**config.mk**
```make
export PLATFORM = sky130hd
export DESIGN_NAME = sample_capture_memory
export DESIGN_NICKNAME = d
export VERILOG_FILES = /design/src/rtl/sample_capture_memory.sv
export SDC_FILE = /design/constraint.sdc
export NUM_CORES = 1
export LEC_CHECK = 0
export CORE_ASPECT_RATIO = 1.25
export CORE_MARGIN = 2
export CORE_UTILIZATION = 55
export DETAILED_ROUTE_END_ITERATION = 10
export PLACE_DENSITY = 0.78
export SYNTH_ARGS = -nofsm -noshare
export SYNTH_HDL_FRONTEND = slang
export SYNTH_SLANG_ARGS = --single-unit
```
**constraint.sdc**
```tcl
create_clock -name clk -period 3.5 [get_ports clk]
set_input_delay 1.05 -clock clk [delete_from_list [all_inputs] [get_ports clk]]
set_output_delay 1.05 -clock clk [all_outputs]
set_load 0.05 [all_outputs]
```
**src/rtl/sample_capture_memory.sv**
```systemverilog
// sample_capture_memory
//
// Writer side of the 128 x 10-bit sample memory. Accepts samples over a
// valid/ready handshake, keeps one of every DECIMATION accepted samples and
// stores a capture of CAPTURE_LEN samples. The array is read back through a
// registered 1-cycle-latency port with no enable.
//
// Optional feature macro: CAPTURE_WRAP_EN
//   undefined : capture ends by length (CAPTURE_LEN stored samples -> DONE)
//   defined   : capture runs as a circular buffer until abort; write_count
//               saturates at 128 and abort lands in DONE if anything was stored
//
// state   | meaning
// --------+-----------------------------------------------------------
// IDLE    | no capture; waiting for start
// RECORD  | accepting samples, writing every DECIMATION-th one
// DONE    | capture complete; write_count / write_ptr held for readout

module sample_capture_memory #(
    parameter int CAPTURE_LEN = 128,
    parameter int DECIMATION  = 1
) (
    input  logic       clk,
    input  logic       rst_n,
    input  logic       start,
    input  logic       abort,
    input  logic       sample_valid,
    input  logic [9:0] sample_data,
    output logic       sample_ready,
    output logic       busy,
    output logic       done,
    output logic [7:0] write_count,
    output logic [6:0] write_ptr,
    input  logic [6:0] read_address,
    output logic [9:0] read_data
);

    localparam logic [1:0] ST_IDLE   = 2'd0;
    localparam logic [1:0] ST_RECORD = 2'd1;
    localparam logic [1:0] ST_DONE   = 2'd2;

    localparam int               DEC_W    = (DECIMATION > 1) ? $clog2(DECIMATION) : 1;
    localparam logic [DEC_W-1:0] DEC_LAST = DEC_W'(DECIMATION - 1);
    localparam logic [7:0]       LEN_VAL  = 8'(CAPTURE_LEN);
    localparam logic [7:0]       FULL_CNT = 8'd128;

    logic [1:0]       r_state;
    logic [6:0]       r_write_ptr;
    logic [7:0]       r_write_count;
    logic [DEC_W-1:0] r_dec_cnt;
    logic [9:0]       r_read_data;
    logic [9:0]       r_mem [0:127];

    logic       w_recording;
    logic       w_accept;
    logic       w_dec_hit;
    logic       w_store;
    logic [7:0] w_count_inc;

    assign w_recording = (r_state == ST_RECORD);
    assign w_accept    = sample_valid && w_recording;
    assign w_dec_hit   = (r_dec_cnt == DEC_LAST);
    // Abort and reset both win over a same-cycle write.
    assign w_store     = rst_n && w_accept && !abort && w_dec_hit;
    assign w_count_inc = r_write_count + 8'd1;

    // Capture state, write pointer, stored-sample count and decimation phase.
    always_ff @(posedge clk) begin
        if (!rst_n) begin
            r_state       <= ST_IDLE;
            r_write_ptr   <= 7'd0;
            r_write_count <= 8'd0;
            r_dec_cnt     <= '0;
        end else begin
            case (r_state)
                ST_IDLE: begin
                    if (start && !abort) begin
                        r_state       <= ST_RECORD;
                        r_write_ptr   <= 7'd0;
                        r_write_count <= 8'd0;
                        r_dec_cnt     <= '0;
                    end
                end
                ST_RECORD: begin
                    if (abort) begin
`ifdef CAPTURE_WRAP_EN
                        r_state <= (r_write_count != 8'd0) ? ST_DONE : ST_IDLE;
`else
                        r_state <= ST_IDLE;
`endif
                    end else if (sample_valid) begin
                        if (w_dec_hit) begin
                            r_dec_cnt   <= '0;
                            r_write_ptr <= r_write_ptr + 7'd1;
`ifdef CAPTURE_WRAP_EN
                            if (r_write_count != FULL_CNT) begin
                                r_write_count <= w_count_inc;
                            end
`else
                            r_write_count <= w_count_inc;
                            if (w_count_inc == LEN_VAL) begin
                                r_state <= ST_DONE;
                            end
`endif
                        end else begin
                            r_dec_cnt <= r_dec_cnt + DEC_W'(1);
                        end
                    end
                end
                ST_DONE: begin
                    if (abort) begin
                        r_state <= ST_IDLE;
                    end else if (start) begin
                        r_state       <= ST_RECORD;
                        r_write_ptr   <= 7'd0;
                        r_write_count <= 8'd0;
                        r_dec_cnt     <= '0;
                    end
                end
                default: begin
                    r_state <= ST_IDLE;
                end
            endcase
        end
    end

    // Sample array write; contents deliberately survive reset.
    always_ff @(posedge clk) begin
        if (w_store) begin
            r_mem[r_write_ptr] <= sample_data;
        end
    end

    // Registered readback; a same-address write this cycle is not visible yet.
    always_ff @(posedge clk) begin
        if (!rst_n) begin
            r_read_data <= 10'd0;
        end else begin
            r_read_data <= r_mem[read_address];
        end
    end

    assign sample_ready = w_recording;
    assign busy         = w_recording;
    assign done         = (r_state == ST_DONE);
    assign write_count  = r_write_count;
    assign write_ptr    = r_write_ptr;
    assign read_data    = r_read_data;

endmodule

```
* Yosys cells after proc, flatten, opt, wreduce, memory -nomap -nowiden
Memory sizes are Yosys's and may differ from the RTL's. A register that Yosys moved wholly into a read port is not among the register bits. Index checks and enable logic that the tools add are counted.
Storage, ports and cells: bits in writable memories 1280, input port bits 22, register bits after elaboration 18, memories 1, output and inout bits 28
Cells by class: muxes and demuxes 31, add/sub/neg operators 3, reduce and logical (&&, ||, !) cells 12, bitwise logic cells 1, equality and inequality tests 13
Memory list:
- r_mem | depth 128, bits a word 10, read ports 1, clocked after Yosys merged registers in 1, wr ports 1, RTL line 52 | logic [9:0] r_mem [0:127];
Operators with widths (number):
- 8-bit two-way mux | 6
- 7-bit two-way mux | 6
- 8-bit case mux with 3 select lines | 1
- 7-bit case mux with 3 select lines | 1
- 2-bit two-way mux | 7
- 2-bit inequality test (second input constant) | 6
- 3-bit inequality test (second input constant) | 3
- 8-bit by 1-bit adder with 8-bit output (second input constant) | 1
- 8-bit == test (second input constant) | 1
- 1-bit two-way mux | 8
- 7-bit by 1-bit adder with 7-bit output (second input constant) | 1
- 7-bit AND reduction | 1
- 2-bit case mux with 3 select lines | 1
- 6-bit AND reduction | 1
- 1-bit logical AND | 5
- 5-bit AND reduction | 1
- 3-bit by 2-bit inequality test with 1-bit output (second input constant) | 1
- 1-bit case mux with 3 select lines | 1
- 3-bit nonzero test | 1
- 2-bit by 1-bit == test with 1-bit output (second input constant) | 1
- 2-bit == test (second input constant) | 1
- 1-bit zero test | 2
- 2-bit zero test | 1
- 1-bit adder (second input constant) | 1
- 1-bit NOT | 1

* Longest topological paths before layout
Gate-level depths: netlist (run 1).
depth in word-level cells 7, depth in mapped cells 10, gate-level depth less buffers 7

* Worst setup path after synthesis (run 1)
OpenSTA, ideal clock, no wires.
kind input-to-reg, start in abort, end mem r_mem[110][0] (enable), buffers on the path 1, data arrival time 2.588 ns, setup time 0.376 ns, path slack 0.535 ns, stages on the path 6, cells stage by stage inv_1 nand3_1 nor3_1 nand3_1 clkbuf_1 nor2_1
Between the ends: cells in the longest elaborated chain, start to end 5
Ends and longest elaborated chain:
- start, declared | RTL line 26 | input logic abort,
- 1-bit zero test | RTL line 64 | assign w_store = rst_n && w_accept && !abort && w_dec_hit;
- 1-bit logical AND (2 in series) | RTL line 64
- 1-bit two-way mux | RTL line 129 | if (w_store) begin
- 1-bit two-way mux (implied by the code) | RTL line 130 | r_mem[r_write_ptr] <= sample_data;
- end, declared | RTL line 52
Every way passes these cells.

* Worst setup path in the final report (run 1)
start reg r_state[1], end out sample_ready
Between the ends: cells in the longest elaborated chain, start to end 1
Ends and longest elaborated chain:
- start, declared | RTL line 47 | logic [1:0] r_state;
- start signal, assigned | RTL line 70 | r_state <= ST_IDLE;
- start signal, assigned | RTL line 78 | r_state <= ST_RECORD;
- start signal, assigned | RTL line 89 | r_state <= ST_IDLE;
- 2-bit by 1-bit == test with 1-bit output | RTL line 60 | assign w_recording = (r_state == ST_RECORD);
- end, declared | RTL line 29 | output logic sample_ready,
Every way passes these cells.

==> run summary, run 1 <==
• 116 — clock buffers created by TritonCTS
• 0.489 mV — VDD IR max
• 32.4 µm — wire per inst
• 132 mm — detailed-route wire length
• 0.0330 ns — setup clock skew after layout
• sample_ready — Worst setup endpoint
• 3 — number of levels the H-tree was split into
• 4 — cells on worst reg2reg path
• sky130_fd_sc_hd__edfxtp_1, sky130_fd_sc_hd__mux4_2, sky130_fd_sc_hd__mux2i_1, sky130_fd_sc_hd__nor2_1, sky130_fd_sc_hd__a22oi_1 — dominant cells by area after synthesis
• 544 nW/µm² — power per standard cell area
• 16.1% — area growth from synthesis to layout
• output pin — capturing element type of the critical path
• 55 — number of different library cells in the post-synthesis netlist
• 2793 — Total Nets Final
• 27.7% — share of cells above drive strength 1
• reg2out — path type of the worst setup path
• sky130_fd_sc_hd__clkbuf_16 — root buffer cell
• r_mem[41][2] — FF-to-FF End
• 0 — max-capacitance violation count
• flip-flop — CP startpoint kind
• 0.0189 µW — static leakage
• r_state[1] — crit path from
• 0.71 ns — worst skew pair latency
• 5667 — filler cell count in the final layout
• 0.06 ns — Clock transition at path regs
• 24.2% — headroom to the max-slew limit
• 0.95 ns — flop2flop setup slack
• 3 — clk buf depth
• 0 — DRT antenna net count
• 2.45 ns — critical path required time
• 3.25 ns — clock period minus final worst setup slack
• 124 — row count
• reg2reg — worst min-delay path category
• 0 — number of diodes added for antenna fixing
• 49 — count of port buffers added during placement
• 0 — DRC
• 275 µm — overall die width
• 83.2 mm — post-DP HPWL
• 0 — number of pins exceeding their max-slew limit in the final report
• 0% — ys async rst share
• 2.20 ns — Worst EP arrival
• 28.4% — global-route usage over all layers
• yes — TritonCTS clock tree
• write_ptr[5] — source of the worst register-to-register timing path
• 91100 µm² — area of the core region
• 2 — number of cells traversed by the worst hold path
• 31800 µW — final total power
• 4063 — non-filler cells in the finished layout
• false — unrepaired setup endpoints after global routing
• 93.0% — final clock period utilization by the worst path
• sky130_fd_sc_hd__edfxtp_1 — prevailing post-synth register cell
• 50 — number of placed I/O pins
• 0 — cells resized by post-CTS repair
• 1307 — count of clock tree sinks
• 20.9 µm² — synthesized area per cell
• 76.4% — fraction of synthesized cell area taken by the top area cell type
• 93900 µm² — Die Footprint
• 1.02 — placer congestion estimate
• 342 µm — die height
• 6 — number of optimization iterations in the first detailed-route pass
• 0 — total setup buffers inserted after CTS
• 50300 µm² — cell area after synthesis
• 1307 — FF+latch count, synth
• 10700 µm² — footprint of the multi-input gates
• 77.5% — post-synthesis sequential area ratio
• 2404 — post-synthesis instance total
• 2429 — net count of the mapped netlist
• 6.56 — routed vias/inst
• 26600 — total number of vias
• 5 — Crit Path Max Fanout
• 27000 — vias in the first global route
• 0 — Post-CTS Hold Fix Bufs
• 1.14 ns — worst slew pin tran
• 0 — Fin. Hold Viols
• sky130_fd_sc_hd__edfxtp_1 — area leader, netlist
• finished clean — result of the run
• 0.307 GHz — upper clock frequency limit
• 0 — synth warn
• 0 — endpoints failing setup
• 2 — antenna violations before repair
• 0 — total gr overflow
• 3847 — Cells after DPL
• 55.3% — effective utilization at floorplan
• 1280 — EDFF count, synth
• 39000 µm² — register area
• 129 — pin count of the biggest net entering global routing
• 3546 — DRT iter0 DRCs
• 189 mm — first-pass GRT wire length
==> state kept, by name (all words and copies together) (netlist names) <==
name / cells
r_mem: 1280
read_data: 10
write_count: 8
write_ptr: 7
r_state: 2
==> worst min path at each step <==
stage                   start        endpoint  slack [ns]
3_5_place_dp   write_count[1]  write_count[1]        0.57
3_3_place_gp   write_count[4]  write_count[4]        0.57
4_1_cts        write_count[1]  write_count[1]        0.60
2_1_floorplan      r_state[1]      r_state[1]        0.59
6_report       write_count[1]  write_count[1]        0.60
5_1_grt        write_count[1]  write_count[1]        0.63
==> power breakdown <==
group / internal (µW) / switching (µW) / total [µW]
registers: 17200 / 37.6 / 17200
logic: 594 / 994 / 1590
clock network: 7380 / 5600 / 13000
==> cell type report <==
cell class | count | share of cell area (%)
sequential | 1307 | 66.7
inverter | 8 | 0.0514
timing repair buffer | 363 | 5.74
clock inverter | 68 | 1.33
clock buffer | 148 | 5.30
tap | 1197 | 2.56
multi-input combinational | 972 | 18.3
==> cell families after synthesis <==
group | after synthesis | synth area share (%)
AO/OA/AOI/OAI | 200 | 2.72
adder cells (fa/ha/maj) | 3 | 0.0746
XOR/XNOR | 9 | 0.157
buffers and inverters | 125 | 1.30
multiplexers | 386 | 14.9
AND/OR/NAND/NOR | 374 | 3.41
flip-flops | 1307 | 77.5
==> routing by layer <==
metal | up-vias | track usage, % | part of all wire [%] | routed length, µm
li1 | 10700 | - | - | -
met5 | - | 0 | 0.022 | 29
met4 | 4 | 17.8 | 7.3 | 9550
met2 | 1700 | 47.2 | 50 | 66000
met3 | 371 | 4.07 | 8.7 | 11400
met1 | 13800 | 35.4 | 34 | 44600
==> cells in the mapped netlist, types with 22 or more instances <==
cell and instances:
sky130_fd_sc_hd__nand3_1 32, sky130_fd_sc_hd__o21ai_0 37, sky130_fd_sc_hd__nor2_1 190, sky130_fd_sc_hd__clkbuf_1 35, sky130_fd_sc_hd__nand2_1 49, sky130_fd_sc_hd__dfxtp_1 27
sky130_fd_sc_hd__mux4_2 290, sky130_fd_sc_hd__mux2i_1 95, sky130_fd_sc_hd__buf_2 47, sky130_fd_sc_hd__nand4_1 22, sky130_fd_sc_hd__buf_4 25, sky130_fd_sc_hd__a22oi_1 83
sky130_fd_sc_hd__edfxtp_1 1280
==> stage by stage <==
stage               cell area [µm²]  setup TNS (ns)  hold slack (ns)  setup slack (ns)  util (%)
floorplan                     50300               0            0.593             0.535         -
global placement              54600          -0.571            0.570            -0.121      59.9
detailed placement            54600          -0.657            0.573            -0.168      59.9
CTS                           58400               0            0.595             0.232      64.2
global route                  58400               0            0.630             0.210      64.2
finish                        58400               0            0.597             0.246      64.2
==> critical path, stage by stage, from the launching register on <==
cell,delay (ns)
sky130_fd_sc_hd__dfxtp_1,0.32
sky130_fd_sc_hd__nand2b_1,0.19
sky130_fd_sc_hd__inv_1,0.17
sky130_fd_sc_hd__clkdlybuf4s50_1,0.84
==> placed cells by master, fill, tap and decap left out, types with 22 or more instances in the layout <==
master	count
sky130_fd_sc_hd__clkdlybuf4s50_1	36
sky130_fd_sc_hd__edfxtp_1	1280
sky130_fd_sc_hd__a22oi_1	83
sky130_fd_sc_hd__mux2i_1	95
sky130_fd_sc_hd__dfxtp_1	27
sky130_fd_sc_hd__nand4_1	22
sky130_fd_sc_hd__nand3_1	32
sky130_fd_sc_hd__o21ai_0	37
sky130_fd_sc_hd__buf_12	42
sky130_fd_sc_hd__buf_4	282
sky130_fd_sc_hd__mux4_2	290
sky130_fd_sc_hd__nor2_1	190
sky130_fd_sc_hd__nand2_1	49
sky130_fd_sc_hd__clkbuf_1	27
sky130_fd_sc_hd__clkbuf_16	118
Power figures use the tool's default switching activity.
==> inputs of run 2 (changes only) <==
Settings changed: CELL_PAD_IN_SITES_DETAIL_PLACEMENT set to 1, CELL_PAD_IN_SITES_GLOBAL_PLACEMENT set to 1, PLACE_DENSITY 0.78 to 0.85.
==> run summary, run 2 (synthesized netlist as in run 1, its figures left out) <==
• finished, violations left — result of the run, was finished clean
• negative setup slack — violations in the final reports
• 0.90 ns — worst stage delay on the critical path, was 0.84 ns
• input pin — CP startpoint kind, was flip-flop
• 0 — max-capacitance violation count, unchanged
• 1307 — count of clock tree sinks, unchanged
• 0 — Post-CTS Hold Fix Bufs, unchanged
• 0.285 GHz — upper clock frequency limit, was 0.307 GHz
• 35.5% — global-route usage over all layers, was 28.4%
• 0 — Fin. Hold Viols, unchanged
• 0 — cells resized by post-CTS repair, unchanged
• 93900 µm² — Die Footprint, unchanged
• 0 — number of pins exceeding their max-slew limit in the final report, unchanged
• 0 — total gr overflow, unchanged
• 232 mm — first-pass GRT wire length, was 189 mm
• 6 — number of optimization iterations in the first detailed-route pass, unchanged
• yes — TritonCTS clock tree, unchanged
• 24.6% — headroom to the max-slew limit, was 24.2%
• 31700 µW — final total power, was 31800 µW
• 30400 — vias in the first global route, was 27000
• 16 — antenna violations before repair, was 2
• 0 — DRT antenna net count, unchanged
• 16.5% — area growth from synthesis to layout, was 16.1%
• 0 — total setup buffers inserted after CTS, unchanged
• 100% — final clock period utilization by the worst path, was 93.0%
• 28900 — total number of vias, was 26600
• 0.558 ns — final-layout worst hold slack, was 0.597 ns
• -0.00356 ns — final worst setup slack, was 0.246 ns
• sky130_fd_sc_hd__edfxtp_1 — most common cell after layout, fill and taps aside, unchanged
• 0.74 ns — worst skew pair latency, was 0.71 ns
• 13 — Crit Path Max Fanout, was 5
• 3 — Buffers & Inverters on Critical Path, was 2
• 116 — clock buffers created by TritonCTS, unchanged
• 64.4% — end-of-flow core utilization, was 64.2%
• sky130_fd_sc_hd__edfxtp_1, sky130_fd_sc_hd__buf_4, sky130_fd_sc_hd__mux4_2, sky130_fd_sc_hd__nor2_1, sky130_fd_sc_hd__clkbuf_16 — commonest cells after routing, fill and taps aside, was sky130_fd_sc_hd__edfxtp_1, sky130_fd_sc_hd__mux4_2, sky130_fd_sc_hd__buf_4, sky130_fd_sc_hd__nor2_1, sky130_fd_sc_hd__clkbuf_16
• r_mem — largest register by flop count, unchanged
• 342 µm — die height, unchanged
• 7.01 — routed vias/inst, was 6.56
• 0.507 mV — VDD IR max, was 0.489 mV
• clkdlybuf4s50_1 > buf_4 > and4b_1 > and2_1 > a21oi_1 > nand4_1 > buf_4 > o21ai_1 > nand3_1 — worst-path cell chain, was nand2b_1 > inv_1 > clkdlybuf4s50_1
• false — unrepaired setup endpoints after global routing, unchanged
• 96.7 mm — post-DP HPWL, was 83.2 mm
• 1280 — max reg flops, unchanged
• 4125 — non-filler cells in the finished layout, was 4063
• -0.296 ns — worst setup slack before clock tree synthesis, was -0.168 ns
• 1.10 ns — worst slew pin tran, was 1.14 ns
• 0.07 ns — Clock transition at path regs, was 0.06 ns
• 129 — pin count of the biggest net entering global routing, unchanged
• in2reg — path type of the worst setup path, was reg2out
• 39.5 µm — wire per inst, was 32.4 µm
• 124 — row count, unchanged
• 4.11 ns — Worst EP arrival, was 2.20 ns
• 0 — DRC, unchanged
• flip-flop — capturing element type of the critical path, was output pin
• 29.2% — share of cells above drive strength 1, was 27.7%
• sky130_fd_sc_hd__clkbuf_16 — root buffer cell, unchanged
• 2851 — Total Nets Final, was 2793
• 0.0191 µW — static leakage, was 0.0189 µW
• 3 — number of levels the H-tree was split into, unchanged
• 163 mm — detailed-route wire length, was 132 mm
• compound AO/OA/AOI/OAI gates — cell family contributing the most delay on the critical path, was buffers and inverters
• 3.50 ns — clock period minus final worst setup slack, was 3.25 ns
• 55.3% — effective utilization at floorplan, unchanged
• 3 — clk buf depth, unchanged
• 275 µm — overall die width, unchanged
• 4.10 ns — critical path required time, was 2.45 ns
• 3905 — Cells after DPL, was 3847
• 1 — endpoints failing setup, was 0
• 0.0534 ns — setup clock skew after layout, was 0.0330 ns
• in2reg — worst min-delay path category, was reg2reg
• 4213 — DRT iter0 DRCs, was 3546
• sky130_fd_sc_hd__a21oi_1 — library cell contributing the largest single delay on the critical path, was sky130_fd_sc_hd__clkdlybuf4s50_1
• 1.01 — placer congestion estimate, was 1.02
• 50 — number of placed I/O pins, unchanged
• 49 — count of port buffers added during placement, unchanged
• 541 nW/µm² — power per standard cell area, was 544 nW/µm²
• sky130_fd_sc_hd__buf_4 — most frequent CP cell
• 91100 µm² — area of the core region, unchanged
==> run 2: changes by cell type in the layout (fill, tap and decap cells not counted), sizes merged <==
| cell | previous run | this run |
|---|---|---|
| clkbuf | 148 | 145 |
| diode | 0 | 7 |
| buf | 327 | 385 |
| clkinv | 44 | 49 |
| inv | 12 | 16 |
| bufinv | 15 | 6 |
==> run 2: per-stage QoR <==
step           cell area (µm²)  setup TNS, ns
2_1_floorplan            50300              0
3_3_place_gp             54900          -1.32
3_5_place_dp             54900         -18.80
4_1_cts                  58600              0
5_1_grt                  58600              0
6_report                 58600       -0.00356
==> run 2: metal layers <==
layer	share of wire, %	GRT usage, %
met5	0.11	0.568
met1	33	42.0
met3	10	9.52
met2	49	57.2
met4	8.4	24.1
==> run 2: final timing paths <==
path / startpoint / to / slack [ns] / depth (start not counted)
max: read_address[6] / read_data[2] / -0.004 / 9
min: sample_data[3] / r_mem[28][3] / 0.56 / 1
max reg2reg: r_state[1] / r_mem[22][0] / 0.63 / 8
min reg2reg: write_count[7] / write_count[7] / 0.63 / 2
==> run 2: cell type report <==
class                   instances  area, µm²
inverters                       8       30.0
clock inverters                68        554
fillers                      7373      32500
repair buffers                421       3700
multi-input cells             972      10700
flip-flops and latches       1307      39000
well taps                    1197       1500
clock buffers                 145       3140
diodes                          7       17.5
==> run 2: worst register-to-register path: stages, from the launching register on <==
cell                       delay (ns)
sky130_fd_sc_hd__dfxtp_1         0.31
sky130_fd_sc_hd__nand2b_1        0.19
sky130_fd_sc_hd__inv_1           0.16
sky130_fd_sc_hd__nand3_1         0.13
sky130_fd_sc_hd__nor3_1          0.60
sky130_fd_sc_hd__nand3_1         0.30
sky130_fd_sc_hd__buf_12          0.26
sky130_fd_sc_hd__nor2_1          0.31
sky130_fd_sc_hd__buf_4           0.28
==> run 2: report_power, final <==
part	switching (µW)	leakage [µW]	total (µW)	internal, µW
Sequential	33.6	0.0117	17200	17200
Clock	5970	0.00181	12800	6810
Combinational	1100	0.00558	1710	614
Total	7100	0.0191	31700	24600
